`src/rtl/lcd_timing_pkg.sv`:
```
// lcd_timing_pkg: default 640x480 timing, total derivation, FSM encoding and RGB565 colour-bar palette.
package lcd_timing_pkg;
    localparam int H_ACTIVE_DEF = 640;
    localparam int H_FP_DEF = 16;
    localparam int H_SYNC_DEF = 96;
    localparam int H_BP_DEF = 48;
    localparam int V_ACTIVE_DEF = 480;
    localparam int V_FP_DEF = 10;
    localparam int V_SYNC_DEF = 2;
    localparam int V_BP_DEF = 33;
    localparam logic SYNC_POL_DEF = 1'b0;
    function automatic int line_total(input int active, input int fp, input int sync, input int bp);
        return active + fp + sync + bp;
    endfunction
    localparam int H_TOTAL_DEF = line_total(H_ACTIVE_DEF, H_FP_DEF, H_SYNC_DEF, H_BP_DEF);
    localparam int V_TOTAL_DEF = line_total(V_ACTIVE_DEF, V_FP_DEF, V_SYNC_DEF, V_BP_DEF);
    typedef enum logic {SYNC_WAIT = 1'b0, RUN = 1'b1} state_e;
    // bar 0 (leftmost) is the least significant element
    localparam logic [7:0][15:0] BAR_RGB = {16'h0000, 16'h001F, 16'hF800, 16'hF81F,
                                            16'h07E0, 16'h07FF, 16'hFFE0, 16'hFFFF};
endpackage

```
`src/rtl/lcd_pixel_driver_if.sv`:
```
// lcd_pixel_driver_if: pixel FIFO and LCD panel signals; test_pattern exists only with LCD_PIXEL_DRIVER_TEST_PATTERN_EN.
interface lcd_pixel_driver_if;
    logic [15:0] fifo_data;
    logic        fifo_empty;
    logic        fifo_rdreq;
    logic        clear_err;
    logic        lcd_hsync;
    logic        lcd_vsync;
    logic        lcd_de;
    logic [15:0] lcd_rgb;
    logic        underflow;
    logic        frame_start;
`ifdef LCD_PIXEL_DRIVER_TEST_PATTERN_EN
    logic        test_pattern;
    modport master (output fifo_data, fifo_empty, clear_err, test_pattern,
                    input fifo_rdreq, lcd_hsync, lcd_vsync, lcd_de, lcd_rgb, underflow, frame_start);
    modport slave (input fifo_data, fifo_empty, clear_err, test_pattern,
                   output fifo_rdreq, lcd_hsync, lcd_vsync, lcd_de, lcd_rgb, underflow, frame_start);
`else
    modport master (output fifo_data, fifo_empty, clear_err,
                    input fifo_rdreq, lcd_hsync, lcd_vsync, lcd_de, lcd_rgb, underflow, frame_start);
    modport slave (input fifo_data, fifo_empty, clear_err,
                   output fifo_rdreq, lcd_hsync, lcd_vsync, lcd_de, lcd_rgb, underflow, frame_start);
`endif
endinterface

```
`src/rtl/lcd_timing_counter.sv`:
```
// lcd_timing_counter: free-running h/v raster counters with active-area and sync decodes.
module lcd_timing_counter import lcd_timing_pkg::*; #(
    parameter int   H_ACTIVE = H_ACTIVE_DEF,
    parameter int   H_FP     = H_FP_DEF,
    parameter int   H_SYNC   = H_SYNC_DEF,
    parameter int   H_BP     = H_BP_DEF,
    parameter int   V_ACTIVE = V_ACTIVE_DEF,
    parameter int   V_FP     = V_FP_DEF,
    parameter int   V_SYNC   = V_SYNC_DEF,
    parameter int   V_BP     = V_BP_DEF,
    parameter logic SYNC_POL = SYNC_POL_DEF,
    parameter int   HW       = 10,
    parameter int   VW       = 10
) (
    input  logic          clk,
    input  logic          reset_n,
    output logic [HW-1:0] h_cnt_o,
    output logic [VW-1:0] v_cnt_o,
    output logic          active_o,
    output logic          hsync_o,
    output logic          vsync_o
);
    localparam int H_TOTAL = line_total(H_ACTIVE, H_FP, H_SYNC, H_BP);
    localparam int V_TOTAL = line_total(V_ACTIVE, V_FP, V_SYNC, V_BP);
    logic [HW-1:0] h_q, h_d;
    logic [VW-1:0] v_q, v_d;
    logic          h_wrap;
    always_comb begin
        h_wrap = h_q == HW'(H_TOTAL - 1);
        h_d = h_wrap ? '0 : h_q + 1'b1;
        v_d = !h_wrap ? v_q : (v_q == VW'(V_TOTAL - 1)) ? '0 : v_q + 1'b1;
    end
    always_ff @(posedge clk or negedge reset_n) begin
        if (!reset_n) begin
            h_q <= '0;
            v_q <= '0;
        end else begin
            h_q <= h_d;
            v_q <= v_d;
        end
    end
    assign h_cnt_o  = h_q;
    assign v_cnt_o  = v_q;
    assign active_o = (h_q < HW'(H_ACTIVE)) && (v_q < VW'(V_ACTIVE));
    assign hsync_o  = (h_q >= HW'(H_ACTIVE + H_FP) && h_q < HW'(H_ACTIVE + H_FP + H_SYNC)) ? SYNC_POL : ~SYNC_POL;
    assign vsync_o  = (v_q >= VW'(V_ACTIVE + V_FP) && v_q < VW'(V_ACTIVE + V_FP + V_SYNC)) ? SYNC_POL : ~SYNC_POL;
endmodule

```
`src/rtl/lcd_pixel_driver.sv`:
```
// lcd_pixel_driver: streams RGB565 pixels from a FIFO onto an LCD raster with 2-clock aligned outputs.
// Optional colour-bar generator enabled by LCD_PIXEL_DRIVER_TEST_PATTERN_EN.
module lcd_pixel_driver import lcd_timing_pkg::*; #(
    parameter int   H_ACTIVE = H_ACTIVE_DEF,
    parameter int   H_FP     = H_FP_DEF,
    parameter int   H_SYNC   = H_SYNC_DEF,
    parameter int   H_BP     = H_BP_DEF,
    parameter int   V_ACTIVE = V_ACTIVE_DEF,
    parameter int   V_FP     = V_FP_DEF,
    parameter int   V_SYNC   = V_SYNC_DEF,
    parameter int   V_BP     = V_BP_DEF,
    parameter logic SYNC_POL = SYNC_POL_DEF
) (
    input logic              clk,
    input logic              reset_n,
    lcd_pixel_driver_if.slave bus
);
    localparam int HW = $clog2(line_total(H_ACTIVE, H_FP, H_SYNC, H_BP));
    localparam int VW = $clog2(line_total(V_ACTIVE, V_FP, V_SYNC, V_BP));
    logic [HW-1:0] h_cnt;
    logic [VW-1:0] v_cnt;
    logic          active, hsync, vsync, start, run, rd, uf_d, tp;
    logic [15:0]   bar_rgb;
    state_e        state_q, state_d;
    logic          de1_q, hs1_q, vs1_q, rd1_q, fs1_q;
    logic [15:0]   pix1_q;
    logic          de_q, hs_q, vs_q, fs_q, uf_q;
    logic [15:0]   rgb_q;
    lcd_timing_counter #(
        .H_ACTIVE(H_ACTIVE), .H_FP(H_FP), .H_SYNC(H_SYNC), .H_BP(H_BP),
        .V_ACTIVE(V_ACTIVE), .V_FP(V_FP), .V_SYNC(V_SYNC), .V_BP(V_BP),
        .SYNC_POL(SYNC_POL), .HW(HW), .VW(VW)
    ) u_timing (
        .clk(clk), .reset_n(reset_n), .h_cnt_o(h_cnt), .v_cnt_o(v_cnt),
        .active_o(active), .hsync_o(hsync), .vsync_o(vsync)
    );
`ifdef LCD_PIXEL_DRIVER_TEST_PATTERN_EN
    assign tp      = bus.test_pattern;
    assign bar_rgb = BAR_RGB[3'(h_cnt / HW'(H_ACTIVE / 8))];
`else
    assign tp      = 1'b0;
    assign bar_rgb = '0;
`endif
    assign start = (h_cnt == '0) && (v_cnt == '0) && !bus.fifo_empty;
    always_ff @(posedge clk or negedge reset_n) begin
        if (!reset_n) state_q <= SYNC_WAIT;
        else          state_q <= state_d;
    end
    always_comb state_d = (state_q == SYNC_WAIT && start) ? RUN : state_q;
    // the frame-start pixel is read in the same cycle the FSM leaves SYNC_WAIT
    always_comb begin
        run  = reset_n && !tp && (state_q == RUN || start);
        rd   = run && active && !bus.fifo_empty;
        uf_d = (run && active && bus.fifo_empty) || (uf_q && !bus.clear_err);
    end
    always_ff @(posedge clk or negedge reset_n) begin
        if (!reset_n) begin
            de1_q  <= 1'b0;
            hs1_q  <= ~SYNC_POL;
            vs1_q  <= ~SYNC_POL;
            rd1_q  <= 1'b0;
            fs1_q  <= 1'b0;
            pix1_q <= '0;
            de_q   <= 1'b0;
            hs_q   <= ~SYNC_POL;
            vs_q   <= ~SYNC_POL;
            fs_q   <= 1'b0;
            rgb_q  <= '0;
            uf_q   <= 1'b0;
        end else begin
            de1_q  <= active && (run || tp);
            hs1_q  <= hsync;
            vs1_q  <= vsync;
            rd1_q  <= rd;
            fs1_q  <= run && (h_cnt == '0) && (v_cnt == '0);
            pix1_q <= (tp && active) ? bar_rgb : '0;
            de_q   <= de1_q;
            hs_q   <= hs1_q;
            vs_q   <= vs1_q;
            fs_q   <= fs1_q;
            rgb_q  <= rd1_q ? bus.fifo_data : pix1_q;
            uf_q   <= uf_d;
        end
    end
    assign bus.fifo_rdreq  = rd;
    assign bus.lcd_hsync   = hs_q;
    assign bus.lcd_vsync   = vs_q;
    assign bus.lcd_de      = de_q;
    assign bus.lcd_rgb     = rgb_q;
    assign bus.frame_start = fs_q;
    assign bus.underflow   = uf_q;
endmodule

```
`src/flat_wrapper.sv`:
```
// flat-port wrapper written by rule: the top's interface ports become plain ports
module lcd_pixel_driver_flat import lcd_timing_pkg::*;
#(
    parameter int   H_ACTIVE = H_ACTIVE_DEF,
    parameter int   H_FP     = H_FP_DEF,
    parameter int   H_SYNC   = H_SYNC_DEF,
    parameter int   H_BP     = H_BP_DEF,
    parameter int   V_ACTIVE = V_ACTIVE_DEF,
    parameter int   V_FP     = V_FP_DEF,
    parameter int   V_SYNC   = V_SYNC_DEF,
    parameter int   V_BP     = V_BP_DEF,
    parameter logic SYNC_POL = SYNC_POL_DEF
)
  (clk, reset_n, bus_fifo_data, bus_fifo_empty, bus_clear_err, bus_fifo_rdreq, bus_lcd_hsync, bus_lcd_vsync, bus_lcd_de, bus_lcd_rgb, bus_underflow, bus_frame_start);
  lcd_pixel_driver_if bus_i ();
  input logic clk;
  input logic reset_n;
  input wire logic [$bits(bus_i.fifo_data)-1:0] bus_fifo_data;
  input wire logic [$bits(bus_i.fifo_empty)-1:0] bus_fifo_empty;
  input wire logic [$bits(bus_i.clear_err)-1:0] bus_clear_err;
  output wire logic [$bits(bus_i.fifo_rdreq)-1:0] bus_fifo_rdreq;
  output wire logic [$bits(bus_i.lcd_hsync)-1:0] bus_lcd_hsync;
  output wire logic [$bits(bus_i.lcd_vsync)-1:0] bus_lcd_vsync;
  output wire logic [$bits(bus_i.lcd_de)-1:0] bus_lcd_de;
  output wire logic [$bits(bus_i.lcd_rgb)-1:0] bus_lcd_rgb;
  output wire logic [$bits(bus_i.underflow)-1:0] bus_underflow;
  output wire logic [$bits(bus_i.frame_start)-1:0] bus_frame_start;
  assign bus_i.fifo_data = bus_fifo_data;
  assign bus_i.fifo_empty = bus_fifo_empty;
  assign bus_i.clear_err = bus_clear_err;
  assign bus_fifo_rdreq = bus_i.fifo_rdreq;
  assign bus_lcd_hsync = bus_i.lcd_hsync;
  assign bus_lcd_vsync = bus_i.lcd_vsync;
  assign bus_lcd_de = bus_i.lcd_de;
  assign bus_lcd_rgb = bus_i.lcd_rgb;
  assign bus_underflow = bus_i.underflow;
  assign bus_frame_start = bus_i.frame_start;
  lcd_pixel_driver #(.H_ACTIVE(H_ACTIVE), .H_FP(H_FP), .H_SYNC(H_SYNC), .H_BP(H_BP), .V_ACTIVE(V_ACTIVE), .V_FP(V_FP), .V_SYNC(V_SYNC), .V_BP(V_BP), .SYNC_POL(SYNC_POL)) u_core (.clk(clk), .reset_n(reset_n), .bus(bus_i));
endmodule
```
`config.mk`:
```
export PLATFORM = sky130hd
export DESIGN_NAME = lcd_pixel_driver_flat
export DESIGN_NICKNAME = d
export VERILOG_FILES = /design/src/rtl/lcd_timing_pkg.sv /design/src/rtl/lcd_pixel_driver_if.sv /design/src/rtl/lcd_timing_counter.sv /design/src/rtl/lcd_pixel_driver.sv /design/src/flat_wrapper.sv
export SDC_FILE = /design/constraint.sdc
export NUM_CORES = 1
export LEC_CHECK = 0
export CORE_MARGIN = 8
export CORE_UTILIZATION = 43
export CTS_CLUSTER_DIAMETER = 30
export DETAILED_ROUTE_END_ITERATION = 8
export DONT_BUFFER_PORTS = 1
export HOLD_SLACK_MARGIN = 0.05
export RECOVER_POWER = 25
export SYNTH_ARGS = -nofsm -noshare
export SYNTH_HDL_FRONTEND = slang
export SYNTH_HIERARCHICAL = 1
export SYNTH_SLANG_ARGS = --single-unit
```
`constraint.sdc`:
```
create_clock -name clk -period 3.6 [get_ports clk]
set_input_delay 1.08 -clock clk [delete_from_list [all_inputs] [get_ports clk]]
set_output_delay 1.08 -clock clk [all_outputs]
set_load 0.02 [all_outputs]
```
==> flow_summary.yaml <==
status:
  outcome: "complete, no violations"
synthesis:
  synthDistinctLibCells: 40
  area_leader_netlist: "sky130_fd_sc_hd__dfrtp_1"
  synth_edf_count: 0
  yosys_register_bits: 47
  cell_count_after_synthesis: 179
  yosys_most_used_dff: "sky130_fd_sc_hd__dfrtp_1"
  synth_async_sr_flop_share_pct: 100.0
  synth_warnings: 6
  synth_seq_area_share_pct: 57.91
  syn-mean-instance-area_um2: 11.39
  syn-cell-area_mm2: 0.002039
  synth.top_cell.area_share_pct: 52.76
  post_synthesis_net_count: 203
  netlist_top_cells_area: "sky130_fd_sc_hd__dfrtp_1 53%, sky130_fd_sc_hd__and2_1 5.2%, sky130_fd_sc_hd__dfstp_2 5.2%, sky130_fd_sc_hd__nand3_1 3.4%, sky130_fd_sc_hd__xor2_1 3.0%"
routing:
  routed-wl-met3_um: 230
  drt_iter0_markers: 72
  routed.top_layer: "met4"
  postRouteWirelength_um: 3671
  met2_wirelength_um: 1874
  drtPass1Iterations: 4
  detailroute.via_count: 1287
  routedWlPerCell_um: 15.62
  vias_per_cell: 5.477
  drcViolationCount: 0
  postRouteAntennaNets: 0
  route.layer.met1.wl_um: 1521
cts:
  cts_hold_buffers: 0
  cts.sinks: 47
  clkLatencyLatePin_ps: 290
  cts.root.buffer_cell: "sky130_fd_sc_hd__clkbuf_8"
  htree_levels: 2
  post-cts-setup-buffer-count: 0
  cts_buffers: 5
  clockBufferDepth: 2
  clock_slew_at_the_register_clock_pins_of_the_worst_setup_and_hold_paths_ps: 70
  cts_tree: "yes"
  cts_resized: 0
cells_and_area:
  final_nets: 204
  area_delta_synth_final_pct: 4.847
  fillerInstances: 426
  drive_above_1_share_pct: 11.05
  fin_area_mm2: 0.002138
  antenna-diode-count: 0
  largest_register_ff_count: 16
  multi_input_comb_area_um2: 774.5
  register_area_mm2: 0.001181
timing:
  finalHoldViolations: 0
  setup_tns_ps: 0
  slew_violations: 0
  tightest_slew_ps: 496.9
  final.min_clock_period_ps: 3020
  relSlewSlack_pct: 66.65
  part_of_the_cycle_the_worst_path_needs_pct: 83.88
  worst_clock_skew_ps: 2.304
  setup_violations: 0
  grt_setup_unrepaired: "no"
  clock.fmax_ghz: 0.3312
place:
  globalplace.congestion: 0.7783
  post-dp-hpwl_um: 2747
  io_buffer_count: 0
  dpl-instance-area_mm2: 0.002057
pwr:
  pwr_density_cell_mw_per_mm2: 397.9
  combPwrFrac_pct: 1.1
  internal-power_uw: 678.7
  leakagePower_nw: 0.9693
  pwr-share-seq_pct: 65.1
  switchingPower_uw: 172.2
  maximum_ir_drop_on_the_vdd_rail_mv: 0.1480
  p_clk_share_pct: 33.8
  p_sw_share_pct: 20.24
floorplan:
  dieArea_mm2: 0.007203
  placeableCoreArea_mm2: 0.004661
  floorplan.rows: 25
  dieHeight_um: 84.87
  i_o_pin_count: 42
  die_width_um: 84.87
  initial_core_utilization_pct: 43.76
worst_setup_path:
  r2r-start: "u_core/u_timing/h_cnt_o[0]"
  worstSetupEndpointType: "output port"
  timing.critical_path.fanout_max: 8
  timing.setup.critical_path_class: "flop to output port"
  timing.critical_path.required_ps: 2520
  arrival_ps: 1940
  timing.critical_path.from: "u_core/u_timing/h_cnt_o[7]"
  critPathLaunchType: "flop"
global_route:
  grt.overflow.total: 0
  grt_pass1_wl_um: 6251
  grt.total_usage_pct: 10.83
  largest_net_degree_at_the_start_of_global_routing: 52
  number_of_antenna_violations_at_the_first_check_in_global_routing: 0
  via_count_of_the_first_global_routing_pass: 1292
min_path:
  worst_hold_path_type: "flop to flop"
  min_from: "u_core/de1_q"
flow_run:
  max-cap-violations: 0
[cell families after synthesis]
kind of cell             after synthesis  synth area share, %
AO/OA/AOI/OAI                         17                5.829
buffers and inverters                 15                4.110
XOR/XNOR                              10                4.295
multiplexers                           1               0.4908
flip-flops                            47                57.91
AND/OR/NAND/NOR                       85                24.91
adder cells (fa/ha/maj)                4                2.454
[power by group through the flow]
stage	clock (mW)	sequential [mW]	combinational [mW]
2_1_floorplan	0	0.562	0.00935
3_3_place_gp	0	0.565	0.00921
3_5_place_dp	0	0.565	0.00971
4_1_cts	0.303	0.555	0.00982
5_1_grt	0.329	0.556	0.0109
6_report	0.287	0.554	0.00954
[cell usage in the layout, fill, tap and decap left out, drive strengths merged, types with 2 or more instances in the layout]
cell    instances
dfrtp          43
and2           17
nand2          15
nand3          15
nor2           10
inv             9
o21ai           8
xor2            7
clkbuf          7
nor3            5
nand4           5
nor4            5
dfstp           4
ha              4
o31ai           3
a21oi           3
xnor2           3
and3            3
and4            2
nor2b           2
[final cells by class]
cell class                      count  area share (%)
Tap cell                           54           3.160
Sequential cell                    47           55.24
Multi-Input combinational cell    117           36.22
Clock buffer                        7           3.569
Clock inverter                      1          0.2341
Inverter                            9           1.580
[metrics by stage]
stage               power [mW]  utilization (%)  setup slack [ps]  cells  hold slack, ps
finish                  0.8509            45.88             580.3    235           352.6
global route            0.8955            45.88             426.3    235           362.0
CTS                     0.8675            45.88             543.7    235           355.6
detailed placement      0.5748            44.13             646.8    227           337.8
global placement        0.5740            44.13             702.4    227           333.6
floorplan               0.5712                -             767.2    179           331.2
[synth_stat cells, types with 2 or more instances]
cell type and n:
sky130_fd_sc_hd__a21oi_1 3, sky130_fd_sc_hd__and2_1 17, sky130_fd_sc_hd__and3_2 2, sky130_fd_sc_hd__buf_6 3
sky130_fd_sc_hd__dfrtp_1 43, sky130_fd_sc_hd__dfstp_2 4, sky130_fd_sc_hd__ha_1 4, sky130_fd_sc_hd__inv_1 9
sky130_fd_sc_hd__nand2_1 15, sky130_fd_sc_hd__nand3_1 14, sky130_fd_sc_hd__nand4_1 4, sky130_fd_sc_hd__nor2_1 10
sky130_fd_sc_hd__nor3_1 5, sky130_fd_sc_hd__nor4_1 2, sky130_fd_sc_hd__nor4_2 3, sky130_fd_sc_hd__o21ai_0 2
sky130_fd_sc_hd__o21ai_1 6, sky130_fd_sc_hd__o31ai_1 3, sky130_fd_sc_hd__xnor2_1 3, sky130_fd_sc_hd__xor2_1 7
[worst max-delay path, cell delays in order (launching register included)]
cell                      delay [ps]
sky130_fd_sc_hd__dfrtp_1         460
sky130_fd_sc_hd__o21ai_0         190
sky130_fd_sc_hd__nand2_1          70
sky130_fd_sc_hd__nor2_1          160
sky130_fd_sc_hd__and3b_1         220
sky130_fd_sc_hd__nand3_1         110
sky130_fd_sc_hd__o21ai_1         440
[layer usage]
metal,up-vias,GRT usage (%)
met3,5,4.440
met1,625,12.60
met5,-,0
met4,0,3.560
li1,614,-
met2,43,17.68
[path summary, 6_finish.rpt]
| path | endpoint | slack [ps] | cells past startpoint |
|---|---|---|---|
| worst min register to register | u_core/bus.lcd_de | 350 | 0 |
| max in group asynchronous | u_core/bus.lcd_hsync | 2950 | 0 |
| worst max-delay path | bus_fifo_rdreq | 580 | 6 |
| worst max register to register | u_core/u_timing/v_cnt_o[9] | 1630 | 5 |
| worst min-delay path | u_core/bus.lcd_de | 350 | 0 |
| min in group asynchronous | u_core/u_timing/v_cnt_o[6] | 480 | 0 |
No activity file was read; power rests on OpenSTA's default activity.
==> variant 1, RTL diff (config.mk and constraints unchanged) <==
`H_ACTIVE_DEF`: 640 -> 1280.
--- a/src/rtl/lcd_timing_pkg.sv
+++ b/src/rtl/lcd_timing_pkg.sv
@@ -2,3 +2,3 @@
 package lcd_timing_pkg;
-    localparam int H_ACTIVE_DEF = 640;
+    localparam int H_ACTIVE_DEF = 1280;
     localparam int H_FP_DEF = 16;
Check against the original RTL: same outputs for any inputs over 10 cycles, from zero or initial values and one cycle with reset_n low; that may be too few to reach the edited logic, so the function may still have changed.
==> variant 1 against the original RTL <==
  * Power rose by 15%
  * Routed wire length rose by 8.6%
  * Final area rose by 6.1%
  * Sequential cell count rose by 1
  * Setup slack got worse by 270 ps
  * Area after synthesis rose by 2.4%
  * Non-clock buffer count rose by 1
  * Register-to-register slack got worse by 20 ps
  * Worst hold slack improved by 5.3 ps
  * Critical endpoint unchanged
  * Highest routed layer unchanged
==> variant 1: results (changes against the original RTL) <==
Cell internal pwr: 0.781 mW (+15%)
Setup Skew: 6.50 ps (+4.20 ps)
Met1 wire length: 1.68 mm (+10%)
Global-route met3 utilization: 0.0353 (-0.00906)
Average wire length per cell after detail routing: 17.0 um (+9.0%)
Layout fillers: 422 (-0.94%)
Cell types occupying the most area after synthesis: sky130_fd_sc_hd__dfrtp_1 (53%), sky130_fd_sc_hd__and2_1 (5.7%), sky130_fd_sc_hd__dfstp_2 (5.0%), sky130_fd_sc_hd__nand4_4 (3.1%), sky130_fd_sc_hd__nand3_1 (2.9%)
Met2 wire len: 1.95 mm (+3.9%)
Met2 global-route usage: 0.192 (+0.0150)
Routed length on met3: 329 um (+43%)
P per Cell Area: 430 nW/um2 (+8.0%)
Half-perimeter wire length after placement: 2.86 mm (+4.0%)
Ranking of synthesized cells by instance count: sky130_fd_sc_hd__dfrtp_1 (44), sky130_fd_sc_hd__and2_1 (19), sky130_fd_sc_hd__nand3_1 (12), sky130_fd_sc_hd__o21ai_0 (9), sky130_fd_sc_hd__nor2_1 (8)
First-pass GRT wire length: 6.51 mm (+4.2%)
Post-synthesis net count: 196 (-3.4%)
CP top delay family: simple AND/OR/NAND/NOR gates
Largest net degree at the start of global routing: 53 (+1.9%)
Layout cell share with drive strength beyond 1: 0.161 (+0.0506)
Post-Place Cells: 226 (-0.44%)
Vias/cell: 5.79 (+5.7%)
Peak ir drop on the vdd network: 0.176 mV (+19%)
Buffer type at the clock tree root: sky130_fd_sc_hd__clkbuf_8
Worst setup startpoint: u_core/u_timing/v_cnt_o[5]
Total leakage power: 1.06 nW (+9.7%)
Result of the run: finished, final reports clean
Sequential fraction of the synthesis area: 0.578 (-0.00155)
GRT met1 Usage: 0.123 (-0.00323)
Arrival time at the worst endpoint: 2210 ps (+270 ps)
Vias in the first global route: 1345 (+4.1%)
Worst slew margin relative to its limit: 0.603 (-0.0633)
DR iter-0 viols: 82 (+14%)
Largest fanout on the critical path: 6 (-2)
variant 1: cell count changes after synthesis, moves of 3 or more:
cell                      change
sky130_fd_sc_hd__nand2_1      -8
sky130_fd_sc_hd__o21ai_0      +7
sky130_fd_sc_hd__inv_1        -3
sky130_fd_sc_hd__o21ai_1      -3
variant 1: power groups by stage:
| stage | clock network, mW | logic [mW] | registers (mW) |
|---|---|---|---|
| 6_report | 0.401 | 0.0101 | 0.565 |
| 5_1_grt | 0.434 | 0.0114 | 0.567 |
| 4_1_cts | 0.412 | 0.0102 | 0.565 |
| 3_5_place_dp | 0 | 0.0101 | 0.576 |
| 3_3_place_gp | 0 | 0.00966 | 0.576 |
| 2_1_floorplan | 0 | 0.00888 | 0.573 |
variant 1: path summary, 6_finish.rpt:
path | slack [ps] | endpoint | cells past startpoint
max | 310 | bus_fifo_rdreq | 7
min | 360 | u_core/bus.lcd_de | 0
max reg2reg | 1610 | u_core/rd1_q | 7
min reg2reg | 360 | u_core/bus.lcd_de | 0
max in group asynchronous | 2950 | u_core/bus.lcd_vsync | 0
min in group asynchronous | 470 | u_core/u_timing/h_cnt_o[6] | 0
variant 1: cell type report:
type,count,area share
flip-flops and latches,48,0.531
multi-input cells,117,0.372
clock buffers,6,0.0364
well taps,54,0.0298
clock inverters,2,0.0171
inverters,6,0.00992
repair buffers,1,0.00331
variant 1: cells by family after synthesis:
| logic type | after synthesis | share of synthesized area |
|---|---|---|
| AO/OA/AOI/OAI | 24 | 0.0767 |
| XOR/XNOR | 11 | 0.0497 |
| adder cells (fa/ha/maj) | 3 | 0.0180 |
| buffers and inverters | 8 | 0.0180 |
| flip-flops | 48 | 0.578 |
| AND/OR/NAND/NOR | 79 | 0.260 |
==> variant 2, RTL diff (same flow settings) <==
Made on the original files. Reset style: synchronous (`reset_n`), changed in 3 clocked blocks.
--- a/src/rtl/lcd_timing_counter.sv
+++ b/src/rtl/lcd_timing_counter.sv
@@ -32,3 +32,3 @@
     end
-    always_ff @(posedge clk or negedge reset_n) begin
+    always_ff @(posedge clk) begin
         if (!reset_n) begin
--- a/src/rtl/lcd_pixel_driver.sv
+++ b/src/rtl/lcd_pixel_driver.sv
@@ -44,3 +44,3 @@
     assign start = (h_cnt == '0) && (v_cnt == '0) && !bus.fifo_empty;
-    always_ff @(posedge clk or negedge reset_n) begin
+    always_ff @(posedge clk) begin
         if (!reset_n) state_q <= SYNC_WAIT;
@@ -55,3 +55,3 @@
     end
-    always_ff @(posedge clk or negedge reset_n) begin
+    always_ff @(posedge clk) begin
         if (!reset_n) begin
Behaviour: differs if reset_n is asserted again (counterexample within 4 cycles, from zero or initial values and one cycle with reset_n low); with reset_n held inactive, the same outputs for 10 cycles.
==> variant 2 against the original RTL <==
  * Final cell count rose by 3.0%
  * Sequential cell count did not move
  * Final area decreased by 4.3%
  * Utilization grew 1.8 points
  * Setup slack got worse by 21 ps
  * Highest routed layer unchanged
  * Area after synthesis fell by 7.6%
  * Global-route usage barely moved
  * First-iteration DRC count decreased by 39%
  * Routed wire length down 0.44%
Power is not compared: it rests on default switching activity, and its combinational part moved more than twofold at a synthesized area within 25%.
==> variant 2: results (changes against the original RTL) <==
Routed Wire Length: 3.66 mm (-0.44%)
Post-placement worst setup slack: 720 ps (+73.0 ps)
Vias in the first global route: 1237 (-4.3%)
RePlAce Congestion: 0.760 (-2.4%)
Share of the synthesized area in compound gates (AO/OA/AOI/OAI): 0.0697 (+0.0114)
Launching point of the worst reg2reg path: u_core/u_timing/h_cnt_o[0]
Worst hold stages: 1 (+1)
Fraction of synthesized cell area in xor and xnor cells: 0.0604 (+0.0175)
Post-Place Cells: 234 (+3.1%)
Result of the run: finished, final reports clean
Ranking of synthesized cells by instance count: sky130_fd_sc_hd__dfxtp_1 (47), sky130_fd_sc_hd__and3_1 (17), sky130_fd_sc_hd__nor2_1 (16), sky130_fd_sc_hd__xnor2_1 (10)
Die Outline Area: 6760 um2 (-6.2%)
Layout cell share with drive strength beyond 1: 0.116 (+0.00529)
Mean post-synth cell area: 10.1 um2 (-11%)
Proportion of synthesized flip-flops having asynchronous set or reset: 0 (-1.00)
HP Start: u_core/vs1_q
Internal reg-to-reg setup slack: 1350 ps (-280 ps)
Sequential fraction of the synthesis area: 0.499 (-0.0798)
Setup Skew: 5.76 ps (+3.46 ps)
Arrival time at the worst endpoint: 1960 ps (+20 ps)
Distinct cell type count of the synthesized netlist: 36 (-10%)
Detailed-route via count: 1341 (+4.2%)
Worst-case hold path end point: u_core/bus.lcd_vsync
Worst slew margin relative to its limit: 0.586 (-0.0804)
R2R Path End: u_core/u_timing/v_cnt_o[2]
Largest fanout on the critical path: 6 (-2)
Clock slew seen by the registers of the worst setup and hold paths: 90 ps (+20 ps)
Largest net degree at the start of global routing: 34 (-35%)
Adder-cell share of the synthesized area: 0.0266 (+0.00202)
Placed inst area: 1930 um2 (-6.1%)
DR iter-0 viols: 44 (-39%)
[variant 2: layer usage]
metal | up-vias | global-route usage | routed length (um)
met5 | - | 0 | 0
met4 | 0 | 0.0368 | 32
met3 | 5 | 0.0357 | 295
met2 | 38 | 0.182 | 1810
met1 | 635 | 0.126 | 1520
li1 | 663 | - | -
[variant 2: worst max-delay path by stage]
stage	slack (ps)	start	cells past startpoint	endpoint
floorplan	540	reset_n	2	bus_fifo_rdreq
global placement	760	reset_n	4	bus_fifo_rdreq
detailed placement	720	reset_n	4	bus_fifo_rdreq
CTS	540	u_core/u_timing/h_cnt_o[8]	7	bus_fifo_rdreq
global route	380	u_core/u_timing/h_cnt_o[8]	7	bus_fifo_rdreq
finish	560	u_core/u_timing/h_cnt_o[8]	7	bus_fifo_rdreq
[variant 2: cell type report]
cell class | instances | area [um2] | share of cell area
clock buffers | 5 | 68.8 | 0.0336
clock inverters | 3 | 47.5 | 0.0232
inverters | 9 | 33.8 | 0.0165
multi-input cells | 125 | 883 | 0.432
flip-flops and latches | 47 | 941 | 0.460
well taps | 52 | 65.1 | 0.0318
repair buffers | 1 | 7.51 | 0.00367
[variant 2: power by group]
group          total (mW)  internal, mW  switching [mW]  leakage (nW)
Sequential          0.559         0.535          0.0235         0.381
Combinational      0.0344        0.0164          0.0179         0.384
Clock               0.388         0.210           0.178        0.0587
[variant 2: cells by family after synthesis]
logic type      Yosys count
compound gates           16
xor+xnor                 13
fa+ha+maj                 4
buf+inv                  14
flops                    47
mux                       2
simple gates             90
[variant 2: worst max-delay path, stage by stage (launching register included)]
cell and delay, ps:
sky130_fd_sc_hd__dfxtp_1 410, sky130_fd_sc_hd__o21ai_0 220, sky130_fd_sc_hd__nand2_1 90, sky130_fd_sc_hd__nor2_1 160, sky130_fd_sc_hd__nand2_1 130, sky130_fd_sc_hd__or3_1 360, sky130_fd_sc_hd__o41ai_1 90, sky130_fd_sc_hd__buf_4 210
